--- src/rtl/encoder_load_store_shift_pkg.sv ---
// Shared types and encoding constants for the load/store/shift instruction encoder.
package ls_shift_pkg;

  localparam int unsigned XLEN   = 32;
  localparam int unsigned REG_W  = 5;
  localparam int unsigned OP_W   = 3;
  localparam int unsigned ERR_W  = 2;

  typedef enum logic [OP_W-1:0] {
    LW   = 3'd0,
    SW   = 3'd1,
    SLL  = 3'd2,
    SLLI = 3'd3,
    SRL  = 3'd4,
    SRLI = 3'd5,
    SRA  = 3'd6,
    SRAI = 3'd7
  } ls_op_e;

  typedef enum logic [ERR_W-1:0] {
    NONE        = 2'd0,
    IMM_RANGE   = 2'd1,
    SHAMT_RANGE = 2'd2
  } ls_err_e;

  localparam logic [6:0] OPC_LOAD   = 7'b0000011;
  localparam logic [6:0] OPC_STORE  = 7'b0100011;
  localparam logic [6:0] OPC_OP     = 7'b0110011;
  localparam logic [6:0] OPC_OP_IMM = 7'b0010011;

  localparam logic [2:0] F3_LW_SW = 3'b010;
  localparam logic [2:0] F3_SLL   = 3'b001;
  localparam logic [2:0] F3_SR    = 3'b101;

  localparam logic [6:0] F7_LOGIC = 7'b0000000;
  localparam logic [6:0] F7_ARITH = 7'b0100000;

  // Field-level request payload as presented on the request handshake.
  typedef struct packed {
    ls_op_e           op;
    logic [REG_W-1:0] rs1;
    logic [REG_W-1:0] rs2;
    logic [REG_W-1:0] rd;
    logic [XLEN-1:0]  imm;
  } ls_req_t;

endpackage

--- src/rtl/encoder_load_store_shift_sync_fifo.sv ---
// Synchronous FIFO with flush; head entry is shown combinationally, zero when empty.
module sync_fifo #(
  parameter int unsigned WIDTH = 32,
  parameter int unsigned DEPTH = 4
) (
  input  logic             clk_i,
  input  logic             rst_i,
  input  logic             flush_i,
  input  logic             push_i,
  input  logic [WIDTH-1:0] data_i,
  input  logic             pop_i,
  output logic [WIDTH-1:0] data_o,
  output logic             empty_o,
  output logic             full_o
);

  localparam int unsigned AW = (DEPTH > 1) ? $clog2(DEPTH) : 1;
  localparam int unsigned CW = AW + 1;

  logic [WIDTH-1:0] r_mem [DEPTH];
  logic [AW-1:0]    r_wr_ptr;
  logic [AW-1:0]    r_rd_ptr;
  logic [CW-1:0]    r_occ;
  logic             w_push;
  logic             w_pop;

  assign empty_o = (r_occ == '0);
  assign full_o  = (r_occ == CW'(DEPTH));
  assign w_push  = push_i && !full_o;
  assign w_pop   = pop_i && !empty_o;
  assign data_o  = empty_o ? '0 : r_mem[r_rd_ptr];

  // Pointer and occupancy update; reset and flush both empty the queue.
  always_ff @(posedge clk_i) begin
    if (rst_i || flush_i) begin
      r_wr_ptr <= '0;
      r_rd_ptr <= '0;
      r_occ    <= '0;
    end else begin
      if (w_push) r_wr_ptr <= r_wr_ptr + AW'(1);
      if (w_pop)  r_rd_ptr <= r_rd_ptr + AW'(1);
      case ({w_push, w_pop})
        2'b10:   r_occ <= r_occ + CW'(1);
        2'b01:   r_occ <= r_occ - CW'(1);
        default: r_occ <= r_occ;
      endcase
    end
  end

  // Storage write; contents are only visible through valid occupancy, so no reset.
  always_ff @(posedge clk_i) begin
    if (w_push && !rst_i && !flush_i) r_mem[r_wr_ptr] <= data_i;
  end

endmodule

--- src/rtl/encoder_load_store_shift.sv ---
// Encodes lw/sw/shift requests into RV32I words and streams them out through a FIFO.
module encoder_load_store_shift
  import ls_shift_pkg::*;
#(
  parameter int unsigned FIFO_DEPTH = 4,
  parameter int unsigned CNT_W      = 16
) (
  input  logic             clk_i,
  input  logic             rst_i,
  input  logic             flush_i,
  input  logic             req_valid_i,
  output logic             req_ready_o,
  input  logic [2:0]       req_op_i,
  input  logic [4:0]       req_rs1_i,
  input  logic [4:0]       req_rs2_i,
  input  logic [4:0]       req_rd_i,
  input  logic [31:0]      req_imm_i,
  output logic             instr_valid_o,
  input  logic             instr_ready_i,
  output logic [31:0]      instr_o,
  output logic             err_o,
  output logic [1:0]       err_code_o,
  output logic [CNT_W-1:0] count_o
);

  ls_req_t         w_req;
  logic            w_full;
  logic            w_empty;
  logic            w_accept;
  logic            w_push;
  logic            w_pop;
  logic            w_imm_ok;
  logic            w_shamt_ok;
  logic            w_fail;
  ls_err_e         w_err_code;
  logic [2:0]      w_f3;
  logic [6:0]      w_f7;
  logic [XLEN-1:0] w_instr;

  logic             r_err;
  ls_err_e          r_err_code;
  logic [CNT_W-1:0] r_count;

  assign w_req.op  = ls_op_e'(req_op_i);
  assign w_req.rs1 = req_rs1_i;
  assign w_req.rs2 = req_rs2_i;
  assign w_req.rd  = req_rd_i;
  assign w_req.imm = req_imm_i;

  assign req_ready_o = !w_full && !flush_i;
  assign w_accept    = req_valid_i && req_ready_o;
  assign w_push      = w_accept && !w_fail;
  assign w_pop       = instr_valid_o && instr_ready_i && !flush_i;

  // Offsets must sign-extend from bit 11; shift amounts must fit in 5 bits.
  assign w_imm_ok   = (&w_req.imm[31:11]) || (~|w_req.imm[31:11]);
  assign w_shamt_ok = ~|w_req.imm[31:5];

  // Shift direction picks funct3, arithmetic right shifts pick funct7.
  assign w_f3 = ((w_req.op == SLL) || (w_req.op == SLLI)) ? F3_SLL : F3_SR;
  assign w_f7 = ((w_req.op == SRA) || (w_req.op == SRAI)) ? F7_ARITH : F7_LOGIC;

  // Instruction packing and range check for the presented request.
  always_comb begin
    w_instr    = '0;
    w_fail     = 1'b0;
    w_err_code = NONE;
    case (w_req.op)
      LW: begin
        w_instr = {w_req.imm[11:0], w_req.rs1, F3_LW_SW, w_req.rd, OPC_LOAD};
        if (!w_imm_ok) begin
          w_fail     = 1'b1;
          w_err_code = IMM_RANGE;
        end
      end
      SW: begin
        w_instr = {w_req.imm[11:5], w_req.rs2, w_req.rs1, F3_LW_SW,
                   w_req.imm[4:0], OPC_STORE};
        if (!w_imm_ok) begin
          w_fail     = 1'b1;
          w_err_code = IMM_RANGE;
        end
      end
      SLL, SRL, SRA: begin
        w_instr = {w_f7, w_req.rs2, w_req.rs1, w_f3, w_req.rd, OPC_OP};
      end
      SLLI, SRLI, SRAI: begin
        w_instr = {w_f7, w_req.imm[4:0], w_req.rs1, w_f3, w_req.rd, OPC_OP_IMM};
        if (!w_shamt_ok) begin
          w_fail     = 1'b1;
          w_err_code = SHAMT_RANGE;
        end
      end
      default: begin
        w_instr = '0;
      end
    endcase
  end

  sync_fifo #(
    .WIDTH (XLEN),
    .DEPTH (FIFO_DEPTH)
  ) u_fifo (
    .clk_i   (clk_i),
    .rst_i   (rst_i),
    .flush_i (flush_i),
    .push_i  (w_push),
    .data_i  (w_instr),
    .pop_i   (w_pop),
    .data_o  (instr_o),
    .empty_o (w_empty),
    .full_o  (w_full)
  );

  assign instr_valid_o = !w_empty;

  // Error pulse for a rejected request; the code sticks until the next error.
  always_ff @(posedge clk_i) begin
    if (rst_i) begin
      r_err      <= 1'b0;
      r_err_code <= NONE;
    end else begin
      r_err <= w_accept && w_fail;
      if (w_accept && w_fail) r_err_code <= w_err_code;
    end
  end

  // Saturating count of words handed to the consumer.
  always_ff @(posedge clk_i) begin
    if (rst_i) begin
      r_count <= '0;
    end else if (w_pop && (r_count != '1)) begin
      r_count <= r_count + CNT_W'(1);
    end
  end

  assign err_o      = r_err;
  assign err_code_o = r_err_code;
  assign count_o    = r_count;

endmodule

--- config.mk ---
export PLATFORM = sky130hd
export DESIGN_NAME = encoder_load_store_shift
export DESIGN_NICKNAME = d
export VERILOG_FILES = /design/src/rtl/encoder_load_store_shift_pkg.sv /design/src/rtl/encoder_load_store_shift_sync_fifo.sv /design/src/rtl/encoder_load_store_shift.sv
export SDC_FILE = /design/constraint.sdc
export NUM_CORES = 1
export LEC_CHECK = 0
export CAP_MARGIN = 20
export CORE_MARGIN = 2
export CORE_UTILIZATION = 40
export CTS_BUF_LIST = sky130_fd_sc_hd__clkbuf_4
export CTS_CLUSTER_SIZE = 24
export DETAILED_ROUTE_END_ITERATION = 6
export GPL_ROUTABILITY_DRIVEN = 0
export GPL_TIMING_DRIVEN = 0
export PLACE_DENSITY = 0.63
export RECOVER_POWER = 50
export SETUP_SLACK_MARGIN = 0.5
export SLEW_MARGIN = 40
export SYNTH_ARGS = -nofsm -noshare
export SYNTH_HDL_FRONTEND = slang
export SYNTH_HIERARCHICAL = 1
export SYNTH_SLANG_ARGS = --single-unit
--- constraint.sdc ---
create_clock -name clk_i -period 5.8 [get_ports clk_i]
set_input_delay 1.16 -clock clk_i [delete_from_list [all_inputs] [get_ports clk_i]]
set_output_delay 1.16 -clock clk_i [all_outputs]
set_load 0.01 [all_outputs]
==> results of run 1 <==
## cell usage after synthesis, types with 2 or more instances
master / count
sky130_fd_sc_hd__a21o_1: 2
sky130_fd_sc_hd__a21oi_1: 12
sky130_fd_sc_hd__and2_1: 8
sky130_fd_sc_hd__and3_1: 5
sky130_fd_sc_hd__and3_2: 4
sky130_fd_sc_hd__and4_1: 3
sky130_fd_sc_hd__buf_2: 5
sky130_fd_sc_hd__buf_6: 5
sky130_fd_sc_hd__clkbuf_1: 7
sky130_fd_sc_hd__conb_1: 2
sky130_fd_sc_hd__dfxtp_1: 28
sky130_fd_sc_hd__edfxtp_1: 128
sky130_fd_sc_hd__ha_1: 6
sky130_fd_sc_hd__inv_1: 11
sky130_fd_sc_hd__mux2_2: 10
sky130_fd_sc_hd__mux4_2: 32
sky130_fd_sc_hd__nand2_1: 14
sky130_fd_sc_hd__nand3_1: 7
sky130_fd_sc_hd__nand4_1: 9
sky130_fd_sc_hd__nor2_1: 18
sky130_fd_sc_hd__nor2b_1: 32
sky130_fd_sc_hd__nor3_1: 3
sky130_fd_sc_hd__nor4_1: 6
sky130_fd_sc_hd__o211ai_1: 3
sky130_fd_sc_hd__o21ai_0: 10
sky130_fd_sc_hd__o31ai_1: 2
sky130_fd_sc_hd__or2_2: 2
sky130_fd_sc_hd__or3_1: 7
sky130_fd_sc_hd__or4_1: 2
sky130_fd_sc_hd__xor2_1: 10
## stage by stage
| stage | hold slack (ns) | setup WS, ns |
|---|---|---|
| after floorplan | 0.4531 | 2.120 |
| after global placement | 0.4636 | 0.7326 |
| after detailed placement | 0.4848 | 1.412 |
| after CTS | 0.5003 | 1.829 |
| after global routing | 0.5399 | 1.424 |
| final | 0.5060 | 1.706 |
## layout make-up
cell class	count	share of cell area, %
flip-flops and latches	156	52.96
plain buffers	17	1.098
clock buffers	18	1.625
repair buffers	107	12.88
well taps	220	3.310
diodes	2	0.06019
clock inverters	14	1.836
inverters	11	0.4965
multi-input cells	248	25.73
## kinds of logic after synthesis
family                     share of synthesized area [%]
buffers and inverters                              2.247
DFF                                                66.47
adders and majority gates                          1.435
AOI/OAI and AO/OA                                  3.493
other                                             0.1133
xor gates and xnor gates                           1.454
muxes                                              12.73
and+or+nand+nor                                    12.07
## flip-flops by register name, indices dropped and copies added, names as in the netlist, named ones only
register         cells
u_fifo/r_rd_ptr      2
u_fifo/r_wr_ptr      2
err_o                1
count_o             16
u_fifo/r_mem       128
err_code_o           2
u_fifo/r_occ         3
## layer usage
layer	share of wire (%)	vias up	global-route usage [%]
met5	0	-	0
met4	1.5	0	6.153
li1	-	1870	-
met3	7.7	13	5.517
met1	41	1966	19.24
met2	49	135	26.40
## worst reg2reg max path: stages (launching register included)
cell and delay (ns):
sky130_fd_sc_hd__dfxtp_1 0.45, sky130_fd_sc_hd__nor3_4 0.12, sky130_fd_sc_hd__clkbuf_1 0.34, sky130_fd_sc_hd__nor3b_1 1.05, sky130_fd_sc_hd__nor2b_2 0.34, sky130_fd_sc_hd__ha_1 0.20, sky130_fd_sc_hd__inv_1 0.06, sky130_fd_sc_hd__fa_1 0.37
sky130_fd_sc_hd__xor2_1 0.16, sky130_fd_sc_hd__or3_1 0.32, sky130_fd_sc_hd__a21oi_1 0.15
## power by group through the flow
stage,Sequential (mW),Clock (mW),Combinational (mW)
3_3_place_gp,1.24,0,0.105
4_1_cts,1.22,0.679,0.109
5_1_grt,1.22,0.720,0.112
6_report,1.22,0.657,0.103
3_5_place_dp,1.24,0,0.109
2_1_floorplan,1.24,0,0.0405
## how the worst min path moves through the flow
stage                                         start                              end  slack [ns]
floorplan           u_fifo/r_rd_ptr[1]$_SDFFE_PP0P_                        flip-flop        0.45
global placement    u_fifo/r_rd_ptr[1]$_SDFFE_PP0P_  u_fifo/r_rd_ptr[1]$_SDFFE_PP0P_        0.46
detailed placement  u_fifo/r_rd_ptr[0]$_SDFFE_PP0P_                        flip-flop        0.48
CTS                 u_fifo/r_rd_ptr[0]$_SDFFE_PP0P_                        flip-flop        0.50
global route        u_fifo/r_rd_ptr[0]$_SDFFE_PP0P_                        flip-flop        0.54
finish              u_fifo/r_rd_ptr[1]$_SDFFE_PP0P_  u_fifo/r_rd_ptr[1]$_SDFFE_PP0P_        0.51
==> impl_metrics.json, run 1 <==
{
  "run_status": "finished clean",
  "finalNetCount": 620,
  "synthesis.area_sq_um": 6626,
  "arrival_ns": 2.93,
  "max_cap_violations": 0,
  "synthTopCellsByArea": "sky130_fd_sc_hd__edfxtp_1, sky130_fd_sc_hd__mux4_2, sky130_fd_sc_hd__dfxtp_1, sky130_fd_sc_hd__nor2b_1, sky130_fd_sc_hd__mux2_2",
  "clkPwrFrac_pct": 33.2,
  "hold_class": "flip-flop to flip-flop",
  "period_minus_slack_ns": 4.094,
  "layout_common_cells": "sky130_fd_sc_hd__edfxtp_1, sky130_fd_sc_hd__clkdlybuf4s50_1, sky130_fd_sc_hd__mux4_2, sky130_fd_sc_hd__nor2b_1, sky130_fd_sc_hd__dlygate4sd3_1",
  "layout_commonest_cell": "sky130_fd_sc_hd__edfxtp_1",
  "grt_setup_unrepaired": "false",
  "internal_power_summed_over_all_cells_mw": 1.567,
  "place_inst": 759,
  "yosysTopAreaCell": "sky130_fd_sc_hd__edfxtp_1",
  "cp_slowest_stage_delay_ns": 0.64,
  "grt_pass1_vias": 4132,
  "avgSynthCellArea_sq_um": 16.01,
  "num_vias": 3984,
  "area.growth.synth_to_final_pct": 25.49,
  "io-pin-count": 108,
  "drt-initial-drc-count": 230,
  "timing.reg2reg.setup_slack_ns": 2.18,
  "drt-wirelength-per-cell_um": 16.98,
  "clk_transition_reported_paths_ns": 0.11,
  "cts-resized-gates": 0,
  "synth.distinct_cells": 51,
  "clock-root-buffer": "sky130_fd_sc_hd__clkbuf_4",
  "port_buffers": 107,
  "finalSetupTns_ns": 0,
  "antenna_violating_nets_post_route": 0,
  "synthesis.yosys.warnings": 6,
  "netlist.area_leader.share_pct": 58.01,
  "initial_antenna_violation_count": 1,
  "crit_path_capture": "instr_o[10]",
  "total_switching_power_mw": 0.4110,
  "worst-setup-path-type": "flip-flop to output pin",
  "clockBufferDepth": 2,
  "synth_edf_count": 128,
  "clkLatencyLatePin_ns": 0.53,
  "grt_remaining_overflow": 0,
  "yosys_register_bits": 156,
  "critical_path.slowest_cell": "sky130_fd_sc_hd__clkbuf_1",
  "worstHoldPathCells": 2,
  "drt_wl_total_um": 13470,
  "multi_input_area_sq_um": 2140,
  "synthCells": 414,
  "timing.rr.end": "u_fifo/r_occ[2]$_SDFFE_PP0P_",
  "finClkSkew_ns": 0.01446,
  "leakagePower_nw": 2.722,
  "num_rows": 47,
  "combinationalPowerShare_pct": 5.2,
  "seq_area_frac_synth_pct": 66.47,
  "critical_path_buf_inv_count": 3,
  "worstSetupPathDepth": 5,
  "clock.fmax_ghz": 0.2442,
  "drv_slew": 0,
  "seq_power_share_pct": 61.6,
  "floorplan.die.width_um": 132.7,
  "timing_hold_violations_final": 0,
  "cts_htree_levels": 4,
  "drc": 0,
  "place.detailed.hpwl_um": 9047,
  "share_of_total_power_consumed_by_net_switching_pct": 20.78,
  "share_of_the_clock_period_used_by_the_worst_path_pct": 70.59,
  "ys_async_sr_fraction_pct": 0,
  "first_drt_pass_iteration_count": 6,
  "layout-drive-gt1-share_pct": 15.06,
  "finalNonFillerCells": 793,
  "ir_drop_uv": 117.1,
  "end_kind": "output pin",
  "final-seq-area_sq_um": 4404,
  "cts_setup_buffers": 0,
  "totalPowerFinal_mw": 1.978,
  "required_ns": 4.64,
  "grt_first_pass_wirelength_um": 21370,
  "die-area_sq_um": 17610,
  "max_slew.worst_pin.slew_ns": 1.196,
  "rr_worst_depth": 10,
  "setup-violations-final": 0,
  "path_max_fanout": 10,
  "slew_headroom_pct": 20.12,
  "post_cts_hold_buffer_count": 0,
  "number_of_clock_sinks": 156,
  "layout.cell_area.non_filler_sq_um": 8315,
  "crit_path_cell_trace": "buf_2 > clkbuf_1 > mux4_2 > nor2b_1 > clkdlybuf4s50_1",
  "ys_dominant_reg_cell": "sky130_fd_sc_hd__edfxtp_1",
  "crit-reg2reg-launch": "u_fifo/r_occ[0]$_SDFFE_PP0P_",
  "coreArea_sq_um": 16410,
  "fillerInstances": 1393,
  "die_height_um": 132.7,
  "grt_start_max_net_pins": 33,
  "route.detailed.vias_per_inst": 5.024,
  "tritoncts.num_buffers": 17,
  "power.density_cell_area_nw_per_um2": 237.8,
  "utilization_pct": 50.68,
  "grt.total_usage_pct": 15.93,
  "startpoint_type": "flip-flop",
  "tritoncts_clock_tree": "done",
  "dpl-instance-area_sq_um": 8064,
  "start_util_pct": 40.39,
  "path_delay_family": "buffers and inverters"
}
Note: power is estimated with default switching activity, not from simulation.
==> inputs of run 2 (changes only) <==
==> constraint.sdc (replaced) <==
create_clock -name clk_i -period 4.3 [get_ports clk_i]
set_input_delay 0.86 -clock clk_i [delete_from_list [all_inputs] [get_ports clk_i]]
set_output_delay 0.86 -clock clk_i [all_outputs]
set_load 0.01 [all_outputs]
==> impl_metrics.json, run 2 (synthesized netlist as in run 1, its figures left out) <==
{
  "run_status": "finished clean",
  "start_util_pct": 40.39,
  "critical_path.slowest_cell": "sky130_fd_sc_hd__and3_2",
  "layout-drive-gt1-share_pct": 15.24,
  "grt.total_usage_pct": 15.93,
  "tritoncts_clock_tree": "done",
  "clkLatencyLatePin_ns": 0.53,
  "grt_first_pass_wirelength_um": 21370,
  "floorplan.die.width_um": 132.7,
  "drv_slew": 0,
  "path_max_fanout": 32,
  "tritoncts.num_buffers": 17,
  "antenna_violating_nets_post_route": 0,
  "initial_antenna_violation_count": 1,
  "coreArea_sq_um": 16410,
  "end_kind": "flip-flop",
  "regMostFlops": "u_fifo/r_mem",
  "place_inst": 759,
  "first_drt_pass_iteration_count": 4,
  "required_ns": 4.46,
  "leakagePower_nw": 2.728,
  "ir_drop_uv": 157.9,
  "crit_path_cell_trace": "dlygate4sd3_1 > or2_0 > or2_2 > nor3b_1 > and2_0 > and3_2",
  "drt-wirelength-per-cell_um": 16.98,
  "route.detailed.vias_per_inst": 5.018,
  "layout_common_cells": "sky130_fd_sc_hd__edfxtp_1, sky130_fd_sc_hd__clkdlybuf4s50_1, sky130_fd_sc_hd__mux4_2, sky130_fd_sc_hd__nor2b_1",
  "totalPowerFinal_mw": 2.668,
  "clk_transition_reported_paths_ns": 0.11,
  "worst-setup-path-type": "primary input to flip-flop",
  "place.detailed.hpwl_um": 9047,
  "drt-initial-drc-count": 234,
  "power.density_cell_area_nw_per_um2": 320.7,
  "cts_setup_buffers": 0,
  "clock.fmax_ghz": 0.2634,
  "io-pin-count": 108,
  "die_height_um": 132.7,
  "startpoint_type": "primary input",
  "drt_wl_total_um": 13470,
  "arrival_ns": 3.96,
  "grt_pass1_vias": 4132,
  "number_of_clock_sinks": 156,
  "num_rows": 47,
  "setup-violations-final": 0,
  "grt_remaining_overflow": 0,
  "timing_hold_violations_final": 0,
  "clockBufferDepth": 2,
  "cts_htree_levels": 4,
  "grt_start_max_net_pins": 33,
  "post_cts_hold_buffer_count": 0,
  "port_buffers": 107,
  "cts-resized-gates": 0,
  "num_vias": 3979,
  "area.growth.synth_to_final_pct": 25.55,
  "drc": 0,
  "max_cap_violations": 0,
  "max_slew.worst_pin.slew_ns": 1.196,
  "period_minus_slack_ns": 3.796,
  "largest_register_ffs": 128,
  "cp_slowest_stage_delay_ns": 0.87,
  "finalNonFillerCells": 793,
  "layout_commonest_cell": "sky130_fd_sc_hd__edfxtp_1",
  "grt_setup_unrepaired": "false",
  "slew_headroom_pct": 20.10,
  "finClkSkew_ns": 0.01380,
  "share_of_the_clock_period_used_by_the_worst_path_pct": 88.29,
  "finalNetCount": 620,
  "die-area_sq_um": 17610,
  "hold_class": "flip-flop to flip-flop",
  "clock-root-buffer": "sky130_fd_sc_hd__clkbuf_4"
}
run 2: per-layer routing:
metal	wire, um	part of all wire (%)	track usage (%)
met5	0	0	0
met4	207	1.5	6.153
met3	992	7.4	5.517
met2	6619	49	26.40
met1	5646	42	19.24
run 2: worst paths after layout:
kind / slack, ns / depth (start not counted) / from / endpoint
max reg2reg: 0.68 / 10 / u_fifo/r_occ[0]$_SDFFE_PP0P_ / u_fifo/r_occ[2]$_SDFFE_PP0P_
min: 0.51 / 2 / u_fifo/r_rd_ptr[1]$_SDFFE_PP0P_ / u_fifo/r_rd_ptr[1]$_SDFFE_PP0P_
min reg2reg: 0.51 / 2 / u_fifo/r_rd_ptr[1]$_SDFFE_PP0P_ / u_fifo/r_rd_ptr[1]$_SDFFE_PP0P_
max: 0.50 / 6 / req_op_i[2] / u_fifo/r_mem[1][23]$_DFFE_PP_
run 2: critical path, delay by kind of cell:
kind | cells | cell delay (ns)
AND/OR/NAND/NOR | 5 | 2.51
buffers and inverters | 1 | 0.57
run 2: cell type report:
class / instances / area (sq um)
diodes: 2 / 5.005
repair buffers: 107 / 1071
multi-input cells: 248 / 2136
clock inverters: 14 / 152.6
flip-flops and latches: 156 / 4404
fillers: 1391 / 8088
plain buffers: 17 / 98.84
well taps: 220 / 275.3
inverters: 11 / 41.29
clock buffers: 18 / 135.1
run 2: through the flow:
step / hold slack [ns] / setup WS (ns) / setup TNS (ns) / instance area (sq um) / utilization, %
floorplan: 0.4531 / 0.9202 / 0 / 6694 / -
global placement: 0.4636 / -0.4674 / -14.89 / 8040 / 49.00
detailed placement: 0.4848 / 0.2125 / 0 / 8064 / 49.15
CTS: 0.5003 / 0.6291 / 0 / 8352 / 50.90
global route: 0.5399 / 0.2755 / 0 / 8319 / 50.71
finish: 0.5060 / 0.5036 / 0 / 8319 / 50.71
run 2: power by group:
part / switching (mW) / leakage (nW) / internal, mW / total [mW]
Clock: 0.486 / 0.155 / 0.400 / 0.886
Sequential: 0.00226 / 1.38 / 1.64 / 1.64
Combinational: 0.0662 / 1.19 / 0.0730 / 0.139
Total: 0.554 / 2.73 / 2.11 / 2.67
